[src/rtl/serial_load_pkg.sv]
// Shared types and defaults for the serial load-value receiver.
// Latency: n/a (declarations only).
// Backpressure: n/a.
package serial_load_pkg;

   localparam int DATA_W_DEF      = 8;
   localparam int SYNC_STAGES_DEF = 2;

   // Frame receiver states
   typedef enum logic [1:0] {
      IDLE   = 2'd0,
      SHIFT  = 2'd1,
      OVER   = 2'd2,
      COMMIT = 2'd3
   } state_t;

endpackage

[src/rtl/sync_edge.sv]
// N-stage synchronizer for one async pin plus a delay flop for edge detection.
// Latency: level/rise/fall valid STAGES clk after the pin changes.
// Backpressure: none; every sampled edge is reported for exactly one clk.
module sync_edge
   import serial_load_pkg::*;
#(
   parameter int   STAGES  = SYNC_STAGES_DEF,   // must be >= 2
   parameter logic RST_VAL = 1'b0
) (
   input  logic i_clk,
   input  logic i_rst,
   input  logic i_d,
   output logic o_level,
   output logic o_rise,
   output logic o_fall
);

   logic [STAGES-1:0] r_sync;
   logic              r_dly;

   // Shift the pin through the synchronizer chain and keep one older copy for edges
   always_ff @(posedge i_clk or posedge i_rst) begin
      if (i_rst) begin
         r_sync <= {STAGES{RST_VAL}};
         r_dly  <= RST_VAL;
      end else begin
         r_sync <= {r_sync[STAGES-2:0], i_d};
         r_dly  <= r_sync[STAGES-1];
      end
   end

   assign o_level = r_sync[STAGES-1];
   assign o_rise  =  r_sync[STAGES-1] & ~r_dly;
   assign o_fall  = ~r_sync[STAGES-1] &  r_dly;

endmodule

[src/rtl/serial_load_ctrl.sv]
// Receives an MSB-first load value over sclk/sdi/cs_n and commits it to the counter.
// Latency: load_strobe one clk after the synchronized cs_n rise (SYNC_STAGES+1..+3 clk from pin).
// Backpressure: none; bad-length frames are dropped and flagged in sticky frame_err.
module serial_load_ctrl
   import serial_load_pkg::*;
#(
   parameter int DATA_W      = DATA_W_DEF,
   parameter int SYNC_STAGES = SYNC_STAGES_DEF
) (
   input  logic              clk,
   input  logic              rst,
   input  logic              sclk,
   input  logic              sdi,
   input  logic              cs_n,
   input  logic              err_clr,
   output logic [DATA_W-1:0] load_data,
   output logic              load_strobe,
   output logic              busy,
   output logic              frame_err
);

   localparam int             CNT_W    = $clog2(DATA_W + 1);
   localparam logic [CNT_W-1:0] CNT_FULL = CNT_W'(DATA_W);

   logic w_sclk_rise, w_sclk_level_unused, w_sclk_fall_unused;
   logic w_sdi_s,     w_sdi_rise_unused,   w_sdi_fall_unused;
   logic w_cs_rise,   w_cs_fall,           w_cs_level_unused;

   state_t            r_state;
   logic [DATA_W-1:0] r_shreg;
   logic [CNT_W-1:0]  r_bit_cnt;
   logic [DATA_W-1:0] r_load_data;
   logic              r_load_strobe;
   logic              r_busy;
   logic              r_frame_err;

   sync_edge #(.STAGES(SYNC_STAGES), .RST_VAL(1'b0)) u_sync_sclk (
      .i_clk(clk), .i_rst(rst), .i_d(sclk),
      .o_level(w_sclk_level_unused), .o_rise(w_sclk_rise), .o_fall(w_sclk_fall_unused)
   );

   sync_edge #(.STAGES(SYNC_STAGES), .RST_VAL(1'b0)) u_sync_sdi (
      .i_clk(clk), .i_rst(rst), .i_d(sdi),
      .o_level(w_sdi_s), .o_rise(w_sdi_rise_unused), .o_fall(w_sdi_fall_unused)
   );

   // cs_n resets low so a select held low across reset never looks like a frame start
   sync_edge #(.STAGES(SYNC_STAGES), .RST_VAL(1'b0)) u_sync_cs (
      .i_clk(clk), .i_rst(rst), .i_d(cs_n),
      .o_level(w_cs_level_unused), .o_rise(w_cs_rise), .o_fall(w_cs_fall)
   );

   // Frame FSM; load_data is captured on the COMMIT entry edge so it is valid with the strobe
   always_ff @(posedge clk or posedge rst) begin
      if (rst) begin
         r_state       <= IDLE;
         r_shreg       <= '0;
         r_bit_cnt     <= '0;
         r_load_data   <= '0;
         r_load_strobe <= 1'b0;
         r_busy        <= 1'b0;
         r_frame_err   <= 1'b0;
      end else begin
         r_load_strobe <= 1'b0;
         // clear first so a same-cycle error set below wins
         if (err_clr) r_frame_err <= 1'b0;
         case (r_state)
            IDLE: begin
               if (w_cs_fall) begin
                  r_bit_cnt <= '0;
                  r_state   <= SHIFT;
                  r_busy    <= 1'b1;
               end
            end
            SHIFT: begin
               // cs_rise outranks a coincident sclk_rise, which is dropped
               if (w_cs_rise) begin
                  if (r_bit_cnt == CNT_FULL) begin
                     r_state       <= COMMIT;
                     r_load_data   <= r_shreg;
                     r_load_strobe <= 1'b1;
                  end else begin
                     r_frame_err <= 1'b1;
                     r_state     <= IDLE;
                     r_busy      <= 1'b0;
                  end
               end else if (w_sclk_rise) begin
                  if (r_bit_cnt == CNT_FULL) begin
                     r_state <= OVER;
                  end else begin
                     r_shreg   <= {r_shreg[DATA_W-2:0], w_sdi_s};
                     r_bit_cnt <= r_bit_cnt + CNT_W'(1);
                  end
               end
            end
            OVER: begin
               if (w_cs_rise) begin
                  r_frame_err <= 1'b1;
                  r_state     <= IDLE;
                  r_busy      <= 1'b0;
               end
            end
            COMMIT: begin
               r_state <= IDLE;
               r_busy  <= 1'b0;
            end
            default: begin
               r_state <= IDLE;
               r_busy  <= 1'b0;
            end
         endcase
      end
   end

   assign load_data   = r_load_data;
   assign load_strobe = r_load_strobe;
   assign busy        = r_busy;
   assign frame_err   = r_frame_err;

endmodule
[config.mk]
export PLATFORM = sky130hd
export DESIGN_NAME = serial_load_ctrl
export DESIGN_NICKNAME = d
export VERILOG_FILES = /design/src/rtl/serial_load_pkg.sv /design/src/rtl/sync_edge.sv /design/src/rtl/serial_load_ctrl.sv
export SDC_FILE = /design/constraint.sdc
export NUM_CORES = 1
export LEC_CHECK = 0
export BUFFER_PORTS_ARGS = -buffer_cell sky130_fd_sc_hd__buf_4
export CAP_MARGIN = 20
export CORE_AREA = 2 2 61 63
export CTS_BUF_LIST = sky130_fd_sc_hd__clkbuf_16
export DETAILED_ROUTE_END_ITERATION = 6
export DIE_AREA = 0 0 63 65
export PLACE_DENSITY = 0.71
export SLEW_MARGIN = 20
export SYNTH_ARGS = -nofsm -noshare
export SYNTH_HDL_FRONTEND = slang
export SYNTH_SLANG_ARGS = --single-unit
[constraint.sdc]
create_clock -name clk -period 4.7 [get_ports clk]
set_input_delay 0.94 -clock clk [delete_from_list [all_inputs] [get_ports clk]]
set_output_delay 0.94 -clock clk [all_outputs]
set_load 0.005 [all_outputs]
# Word level (Yosys, flattened, before mapping)
# Cells that the tools add are included.
[word_totals]
ff_bits = 33
output_inout_bits = 11
elab_cells = 65
inputBits = 6
[op_classes]
reduce_logical = 7
mux = 25
bitwise_logic = 8
n_eq_ne = 12
addsub = 1
[op_table]
columns = ["operator", "count"]
rows = [
  ["two-way mux 4 bit", 4],
  ["two-way mux 2 bit", 6],
  ["AND reduction 4 bit", 3],
  ["two-way mux 1 bit", 11],
  ["inequality test 2 x 1 -> 1 bit (second input constant)", 4],
  ["one-hot mux 2 bit (4 select lines)", 1],
  ["one-hot mux 4 bit (2 select lines)", 1],
  ["NOT 1 bit", 5],
  ["AND reduction 5 bit", 1],
  ["adder 4 x 1 -> 4 bit (second input constant)", 1],
  ["equality test 2 bit (second input constant)", 2],
  ["equality test 4 bit (second input constant)", 1],
  ["inequality test 2 bit (second input constant)", 2],
  ["one-hot mux 1 bit (4 select lines)", 1],
  ["bitwise AND 1 bit", 3],
  ["inequality test 3 x 1 -> 1 bit (second input constant)", 1],
  ["inequality test 3 x 2 -> 1 bit (second input constant)", 1],
  ["AND reduction 3 bit", 1],
  ["equality test 2 x 1 -> 1 bit (second input constant)", 1],
  ["zero test 2 bit", 1],
  ["one-hot mux 1 bit (2 select lines)", 1],
  ["nonzero test 2 bit", 1],
]

# Logic depth before layout (Yosys ltp)
# Gate-level depths: netlist (run 1).
[depth]
depth_word = 5
depth_mapped = 7
ltp_nobuf = 6

# Modules after synthesis
# Synthesis (run 1) repeated with hierarchy kept, for this count alone.
[hier_totals]
hier_cells = 111
area_unflattened_um2 = 1461.4
[modules_own_cells]
columns = ["mod", "seq_area_each_um2", "area_per_inst_um2", "n_inst", "cells_per_inst"]
rows = [
  ["serial_load_ctrl", 625.6, 1179.9, 1, 93],
  ["sync_edge", 75.1, 93.8, 3, 6],
]

# Worst setup path before layout (run 1)
# OpenSTA, ideal clock, no wires.
[synth_timing]
path_kind = "register -> register"
startpoint = "reg r_state[1]"
endpoint = "reg r_load_data[0], in the netlist load_data[0]"
stages_incl_launch_ff = 7
arrival_time_ns = 1.655
path_buffers = 1
slack_ns = 2.920
setup_ns = 0.125
required_time_ns = 4.575
synth_period_minus_slack_ns = 1.780
path_cell_list = "dfrtp_1 -> inv_1 -> ha_1 -> buf_2 -> inv_1 -> nor3_4 -> mux2_2"
[synth_via]
elab_chain_cells = 2
[synth_lines]
columns = ["item", "line", "rtl"]
rows = [
  ["start: declaration", "serial_load_ctrl.sv:29", "state_t r_state;"],
  ["start signal: assignment", "serial_load_ctrl.sv:56", "r_state <= IDLE;"],
  ["start signal: assignment", "serial_load_ctrl.sv:71", "r_state <= SHIFT;"],
  ["start signal: assignment", "serial_load_ctrl.sv:79", "r_state <= COMMIT;"],
  ["equality test 2 x 1 -> 1 bit", "serial_load_ctrl.sv:67", "case (r_state)"],
  ["AND reduction 3 bit (no source line)", "-", ""],
  ["end signal: assignment", "serial_load_ctrl.sv:80", "r_load_data <= r_shreg;"],
  ["end: declaration", "serial_load_ctrl.sv:32", "logic [DATA_W-1:0] r_load_data;"],
]
# Every way passes these cells.
# A chain may end at the register's enable or synchronous reset.

# Worst setup path after layout (run 1)
[layout_timing]
startpoint = "reg r_state[1]"
endpoint = "reg r_shreg[3]"
[layout_via]
elab_chain_cells = 2
[layout_lines]
columns = ["item", "line", "rtl"]
rows = [
  ["equality test 2 x 1 -> 1 bit", "serial_load_ctrl.sv:67", ""],
  ["AND reduction 4 bit (no source line)", "-", ""],
  ["end signal: assignment", "serial_load_ctrl.sv:91", "r_shreg <= {r_shreg[DATA_W-2:0], w_sdi_s};"],
  ["end: declaration", "serial_load_ctrl.sv:30", "logic [DATA_W-1:0] r_shreg;"],
]
# Every way passes these cells.

==> key figures, run 1 <==
Run status
  • Outcome: finished, final reports clean

Clock network
  • CTS tree: built
  • Post-CTS sizing: 0
  • CTS root buf: clkbuf_16
  • CTS max path bufs: 2
  • Clock Sinks: 33
  • CTS Hold Bufs: 0
  • Clock transition at path regs: roughly 50 ps
  • Clock latency on the worst-skew pair: about 270 ps
  • Total CTS buffers: 5
  • Setup bufs post-CTS: 0
  • Max H-tree Level: 2

Place
  • IO buf count: 16
  • Inst Count DP: 173
  • Final HPWL DP: between 1500 and 2000 microns
  • Routability cong.: around 0.8
  • DP Worst Slack: approximately 2600 ps

Synthesis
  • Net Count, Synth: around 120
  • Syn Area/Cell: 13.3 sq um
  • Yosys cell types: 30
  • Ys Warns: 0
  • Syn Inst Count: 110
  • Post-synthesis sequential area ratio: 0.564
  • Synthesized flop and latch total: 33
  • Netlist Area Pre-Place: 1470 sq um

STA
  • RSZ-0062 raised after global routing: false
  • Setup Skew: 3.55 ps
  • Final worst setup slack: about 2600 ps
  • Fmax achieved: roughly 470 MHz
  • Tcrit/Tclk final: 0.449
  • Final min period: ~2100 ps
  • Setup tns final: 0 ps
  • Slew Viols, Final: 0
  • Worst-Margin Slew: about 510 ps
  • Final setup fails: 0
  • Slew margin rel.: 0.661
  • Final Hold Viols: 0

Layout
  • Most frequent cells in the layout: dfrtp_1, buf_4, mux2_2, mux2_4
  • Layout cells sized above 1: 0.346
  • Diode count: 0
  • Non-Filler Instances: 181
  • Most common cell after layout, fill and taps aside: dfrtp_1
  • Layout area overhead: 24.7%
  • Nets: ~140

Setup path
  • Worst Path Class, Setup: reg2reg
  • Worst Path Max Fanout: 13
  • Crit path required time: between 4000 and 5000 ps
  • Worst R2R Setup Slack: roughly 2600 ps
  • Startpoint Class: flip-flop
  • Worst r2r src: r_state[1]$_DFFE_PP0P_
  • CP Capture Point: r_shreg[3]$_DFFE_PP0P_
  • Critical Path End Type: flip-flop
  • R2r endpoint: r_shreg[3]$_DFFE_PP0P_
  • Critical Path Start: r_state[1]$_DFFE_PP0P_
  • Crit path DAT: around 2300 ps
  • Reg2reg path depth: 5

Floorplan
  • Site row count: 22
  • I/O pins: 17
  • Starting Density: 0.419
  • Die X: around 63 microns
  • Die Y-Extent: 65 microns
  • Die area: roughly 4100 sq um
  • Core area: around 3500 sq um

Power
  • P_sw: 327 uW
  • Logic pwr share: 0.286
  • Clock power share: 0.354
  • Pwr Density: ~640 nW/um^2
  • Sw Share: 0.279
  • Design internal power: between 800 and 900 uW
  • Static Leak: 0.000894 uW
  • Flop pwr share: 0.361
  • Worst VDD drop: between 0.3 and 0.4 mV

Global routing
  • Gr usage total: 0.140
  • Initial antenna violation count: 0
  • Vias in the first global route: 938
  • Largest net degree at the start of global routing: 34
  • Global-route wire length before repair: 4340 microns
  • Total grt overflow: 0

Route
  • Vias: roughly 900
  • DR iter-0 viols: 17
  • DRC viols: 0
  • Via density: 4.95
  • First-pass iteration count of the detailed router: 4
  • Wirelength per Cell: around 14 microns
  • Total Wirelength: ~2500 microns
  • Routed Antenna Nets: 0

Min path
  • Hold WC Path Type: reg2reg

Flow run
  • # Max-Cap Violations: 0
-- layer usage --
layer | part of all wire | up-vias | global-route usage
li1 | - | 437 | -
met1 | 0.44 | 439 | 0.167
met2 | 0.51 | 17 | 0.234
met3 | 0.039 | 3 | 0.0451
met4 | 0.016 | 0 | 0.0556
met5 | 0 | - | 0
-- flip-flops by register name (all words and copies together), names as in the netlist --
name,flops
u_sync_cs.r_sync,2
u_sync_sdi.r_sync,2
load_data,8
r_shreg,8
u_sync_sclk.r_dly,1
r_state,2
load_strobe,1
r_bit_cnt,4
u_sync_sclk.r_sync,2
frame_err,1
u_sync_cs.r_dly,1
busy,1
-- power by group through the flow --
stage	combinational (uW)	clock, uW	sequential (uW)
final	335	415	423
after global routing	376	438	434
after CTS	340	422	423
after detailed placement	336	0	426
after global placement	324	0	420
after floorplan	253	0	411
-- stage by stage --
stage	utilization	hold WS (ps)	cell area, sq um	total power [uW]
global route	0.523	353	1830	1250
CTS	0.523	350	1830	1180
finish	0.523	348	1830	1170
detailed placement	0.468	339	1640	762
global placement	0.468	332	1640	744
floorplan	-	331	1470	664
-- synth_stat cells --
cell / number / area [sq um]
o21a_1: 2 / 15.0
a21oi_1: 1 / 5.00
nor3_4: 1 / 16.3
a211o_1: 2 / 17.5
a211o_2: 1 / 10.0
buf_2: 1 / 5.00
and3b_2: 1 / 10.0
nand3_1: 7 / 35.0
nand2b_1: 2 / 12.5
dfrtp_1: 33 / 826
mux2i_1: 2 / 20.0
nand3b_1: 1 / 7.51
o211ai_1: 2 / 15.0
o21ai_0: 5 / 25.0
nor3b_1: 1 / 7.51
ha_1: 6 / 75.1
and3_1: 1 / 6.26
nand2_1: 4 / 15.0
a2111oi_0: 2 / 17.5
nand2b_4: 1 / 13.8
buf_6: 1 / 11.3
o22ai_1: 1 / 6.26
mux2_4: 8 / 120
a211oi_1: 1 / 7.51
inv_1: 7 / 26.3
nor2_1: 3 / 11.3
mux2_2: 9 / 101
or3_1: 2 / 12.5
and2_1: 1 / 6.26
a22oi_1: 1 / 7.51
-- layout make-up --
| cell class | count | area (sq um) |
|---|---|---|
| clock buffer | 5 | 125 |
| clock inverter | 3 | 65.1 |
| fill | 300 | 1670 |
| inverter | 7 | 26.3 |
| multi-input combinational | 68 | 597 |
| sequential | 33 | 826 |
| tap | 48 | 60.1 |
| timing repair buffer | 17 | 128 |
-- worst min path at each step --
stage                     slack, ps                            end                           from  depth (start not counted)
after floorplan                 330  u_sync_cs.r_sync[1]$_DFF_PP0_  u_sync_cs.r_sync[0]$_DFF_PP0_                          0
after global placement          330  u_sync_cs.r_sync[1]$_DFF_PP0_  u_sync_cs.r_sync[0]$_DFF_PP0_                          0
after detailed placement        340  u_sync_cs.r_sync[1]$_DFF_PP0_  u_sync_cs.r_sync[0]$_DFF_PP0_                          0
after CTS                       350  u_sync_cs.r_sync[1]$_DFF_PP0_  u_sync_cs.r_sync[0]$_DFF_PP0_                          0
after global routing            350  u_sync_cs.r_sync[1]$_DFF_PP0_  u_sync_cs.r_sync[0]$_DFF_PP0_                          0
final                           350  u_sync_cs.r_sync[1]$_DFF_PP0_  u_sync_cs.r_sync[0]$_DFF_PP0_                          0
-- worst max-delay path: stages, from the launching register on --
cell	delay, ps
dfrtp_1	380
inv_1	110
ha_1	390
nand2_1	150
or3_1	610
mux2_4	370
-- cell families after synthesis --
group                    synth area share
AND/OR/NAND/NOR                     0.105
adder cells (fa/ha/maj)            0.0512
flip-flops                          0.564
multiplexers                        0.165
buffers and inverters              0.0290
AO/OA/AOI/OAI                      0.0863
Note: power is estimated with default switching activity, not from simulation.
==> run 2: changes to the inputs <==
- clock period: 4.7 -> 2.18 ns (I/O delays scaled with it)
==> key figures, run 2 (synthesis gave the netlist of run 1 again) <==
Run status
  • Outcome: finished, final reports clean (unchanged)

Route
  • Total Wirelength: 2590 microns (was 2510 microns)
  • Routed Antenna Nets: 0 (unchanged)
  • Via density: 5.12 (was 4.95)
  • Vias: 942 (was 896)
  • Wirelength per Cell: 14.1 microns (was 13.9 microns)
  • DR iter-0 viols: 24 (was 17)
  • DRC viols: 0 (unchanged)
  • First-pass iteration count of the detailed router: 4 (unchanged)

Power
  • P_sw: 720 uW (was 327 uW)
  • Flop pwr share: 0.393 (was 0.361)
  • Worst VDD drop: 0.724 mV (was 0.381 mV)
  • Clock power share: 0.282 (was 0.354)
  • Design internal power: 1600 uW (was 845 uW)
  • Sw Share: 0.310 (was 0.279)
  • Pwr Density: 1290 nW/um^2 (was 642 nW/um^2)
  • Logic pwr share: 0.325 (was 0.286)
  • Static Leak: 0.000886 uW (was 0.000894 uW)

Global routing
  • Initial antenna violation count: 0 (unchanged)
  • Global-route wire length before repair: 4650 microns (was 4340 microns)
  • Vias in the first global route: 1,007 (was 938)
  • Gr usage total: 0.150 (was 0.140)
  • Largest net degree at the start of global routing: 34 (unchanged)
  • Total grt overflow: 0 (unchanged)

Setup path
  • Crit-path cells: inv_1 > ha_1 > mux2i_1 > a211o_1 > a2111oi_1 > a211o_2 (was inv_1 > ha_1 > nand2_1 > or3_1 > mux2_4)
  • Critical Path End Type: flip-flop (unchanged)
  • Slowest cell on crit path: a2111oi_1 (was or3_1)
  • Crit path required time: 2400 ps (was 4860 ps)
  • Crit path DAT: 2250 ps (was 2270 ps)
  • Worst Path Max Fanout: 6 (was 13)
  • Worst path max stage delay: 580 ps (was 610 ps)
  • Startpoint Class: flip-flop (unchanged)
  • Worst Path Class, Setup: reg2reg (unchanged)

STA
  • Final setup fails: 0 (unchanged)
  • Setup tns final: 0 ps (unchanged)
  • Slew margin rel.: 0.639 (was 0.661)
  • Tcrit/Tclk final: 0.935 (was 0.449)
  • Final Hold Viols: 0 (unchanged)
  • Final min period: 2040 ps (was 2110 ps)
  • Final worst setup slack: 141 ps (was 2590 ps)
  • Worst-Margin Slew: 539 ps (was 507 ps)
  • Fmax achieved: 490 MHz (was 473 MHz)
  • Setup Skew: 7.69 ps (was 3.55 ps)
  • RSZ-0062 raised after global routing: false (unchanged)
  • Slew Viols, Final: 0 (unchanged)

Floorplan
  • Core area: 3500 sq um (unchanged)
  • Site row count: 22 (unchanged)
  • Die Y-Extent: 65 microns (unchanged)
  • Die area: 4100 sq um (unchanged)
  • I/O pins: 17 (unchanged)
  • Die X: 63 microns (unchanged)
  • Starting Density: 0.419 (unchanged)

Layout
  • Most common cell after layout, fill and taps aside: dfrtp_1 (unchanged)
  • Diode count: 0 (unchanged)
  • Most frequent cells in the layout: dfrtp_1, buf_4, mux2_2, mux2_4 (unchanged)
  • Layout cells sized above 1: 0.360 (was 0.346)
  • Layout area overhead: 23.1% (was 24.7%)
  • Nets: 147 (was 144)

Clock network
  • CTS tree: built (unchanged)
  • CTS root buf: clkbuf_16 (unchanged)
  • Clock transition at path regs: 50 ps (about the same)
  • CTS max path bufs: 2 (unchanged)
  • Setup bufs post-CTS: 0 (unchanged)
  • Max H-tree Level: 2 (unchanged)
  • Clock Sinks: 33 (unchanged)
  • Clock latency on the worst-skew pair: 270 ps (about the same)
  • Total CTS buffers: 5 (unchanged)

Flow run
  • # Max-Cap Violations: 0 (unchanged)

Place
  • Routability cong.: 0.765 (was 0.814)
  • Final HPWL DP: 1870 microns (was 1770 microns)
  • DP Worst Slack: 175 ps (was 2580 ps)
  • IO buf count: 16 (unchanged)

Min path
  • Hold WC Path Type: in2async (was reg2reg)
==> run 2: changes by cell type in the layout (fill, tap and decap cells not counted) <==
cell        change
a2111oi_0       -1
buf_4           +3
clkinv_2        +1
clkinvlp_4      +1
a2111oi_1       +1
bufinv_16       -2
==> run 2: through the flow <==
| stage | power (uW) | instance area [sq um] | hold WS [ps] | std cells | util |
|---|---|---|---|---|---|
| after floorplan | 1430 | 1470 | 331 | 110 | - |
| after CTS | 2350 | 1800 | 258 | 184 | 0.515 |
| final | 2320 | 1800 | 247 | 184 | 0.516 |
| after detailed placement | 1670 | 1660 | 339 | 176 | 0.475 |
| after global placement | 1620 | 1660 | 332 | 176 | 0.475 |
| after global routing | 2480 | 1800 | 264 | 184 | 0.516 |
==> run 2: final timing paths <==
path	from	to	slack, ps	depth (start not counted)
worst max-delay path	r_state[1]$_DFFE_PP0P_	r_bit_cnt[2]$_DFFE_PP0P_	140	6
worst min-delay path	rst	r_shreg[0]$_DFFE_PP0P_	250	3
worst max register to register	r_state[1]$_DFFE_PP0P_	r_bit_cnt[2]$_DFFE_PP0P_	140	6
worst min register to register	u_sync_cs.r_sync[0]$_DFF_PP0_	u_sync_cs.r_sync[1]$_DFF_PP0_	350	0
max in group asynchronous	rst	u_sync_cs.r_dly$_DFF_PP0_	1650	3
min in group clk	sclk	u_sync_sclk.r_sync[0]$_DFF_PP0_	270	1
==> run 2: timing repair <==
| item | 4_1_cts | 5_1_grt |
|---|---|---|
| endpoints found under the setup margin | 0 | 1 |
| resized for setup | 0 | 1 |
| hold buffers | 0 | 0 |
==> run 2: cell type report <==
class	count	area, sq um
Sequential cell	33	826
Timing Repair Buffer	20	150
Fill cell	312	1690
Clock buffer	5	125
Inverter	7	26.3
Tap cell	48	60.1
Clock inverter	3	17.5
Multi-Input combinational cell	68	598
==> run 2: critical path: cells and delay by family, from the launching register on <==
| kind | cells | cell delay (ps) |
|---|---|---|
| AOI/OAI and AO/OA | 3 | 1110 |
| adders and majority gates | 1 | 270 |
| buffers and inverters | 1 | 120 |
| DFF | 1 | 380 |
| muxes | 1 | 110 |
==> run 2: power groups by stage <==
stage	Clock [uW]	Sequential (uW)	Combinational (uW)
after floorplan	0	886	545
after global placement	0	903	719
after detailed placement	0	920	750
after CTS	668	915	764
after global routing	691	946	841
final	655	913	756
==> run 2: layer usage <==
layer	GRT usage	wire length [microns]	vias up
met5	0	0	-
met4	0.0833	88	0
met3	0.0382	102	10
met2	0.262	1390	25
met1	0.167	1010	469
li1	-	-	438
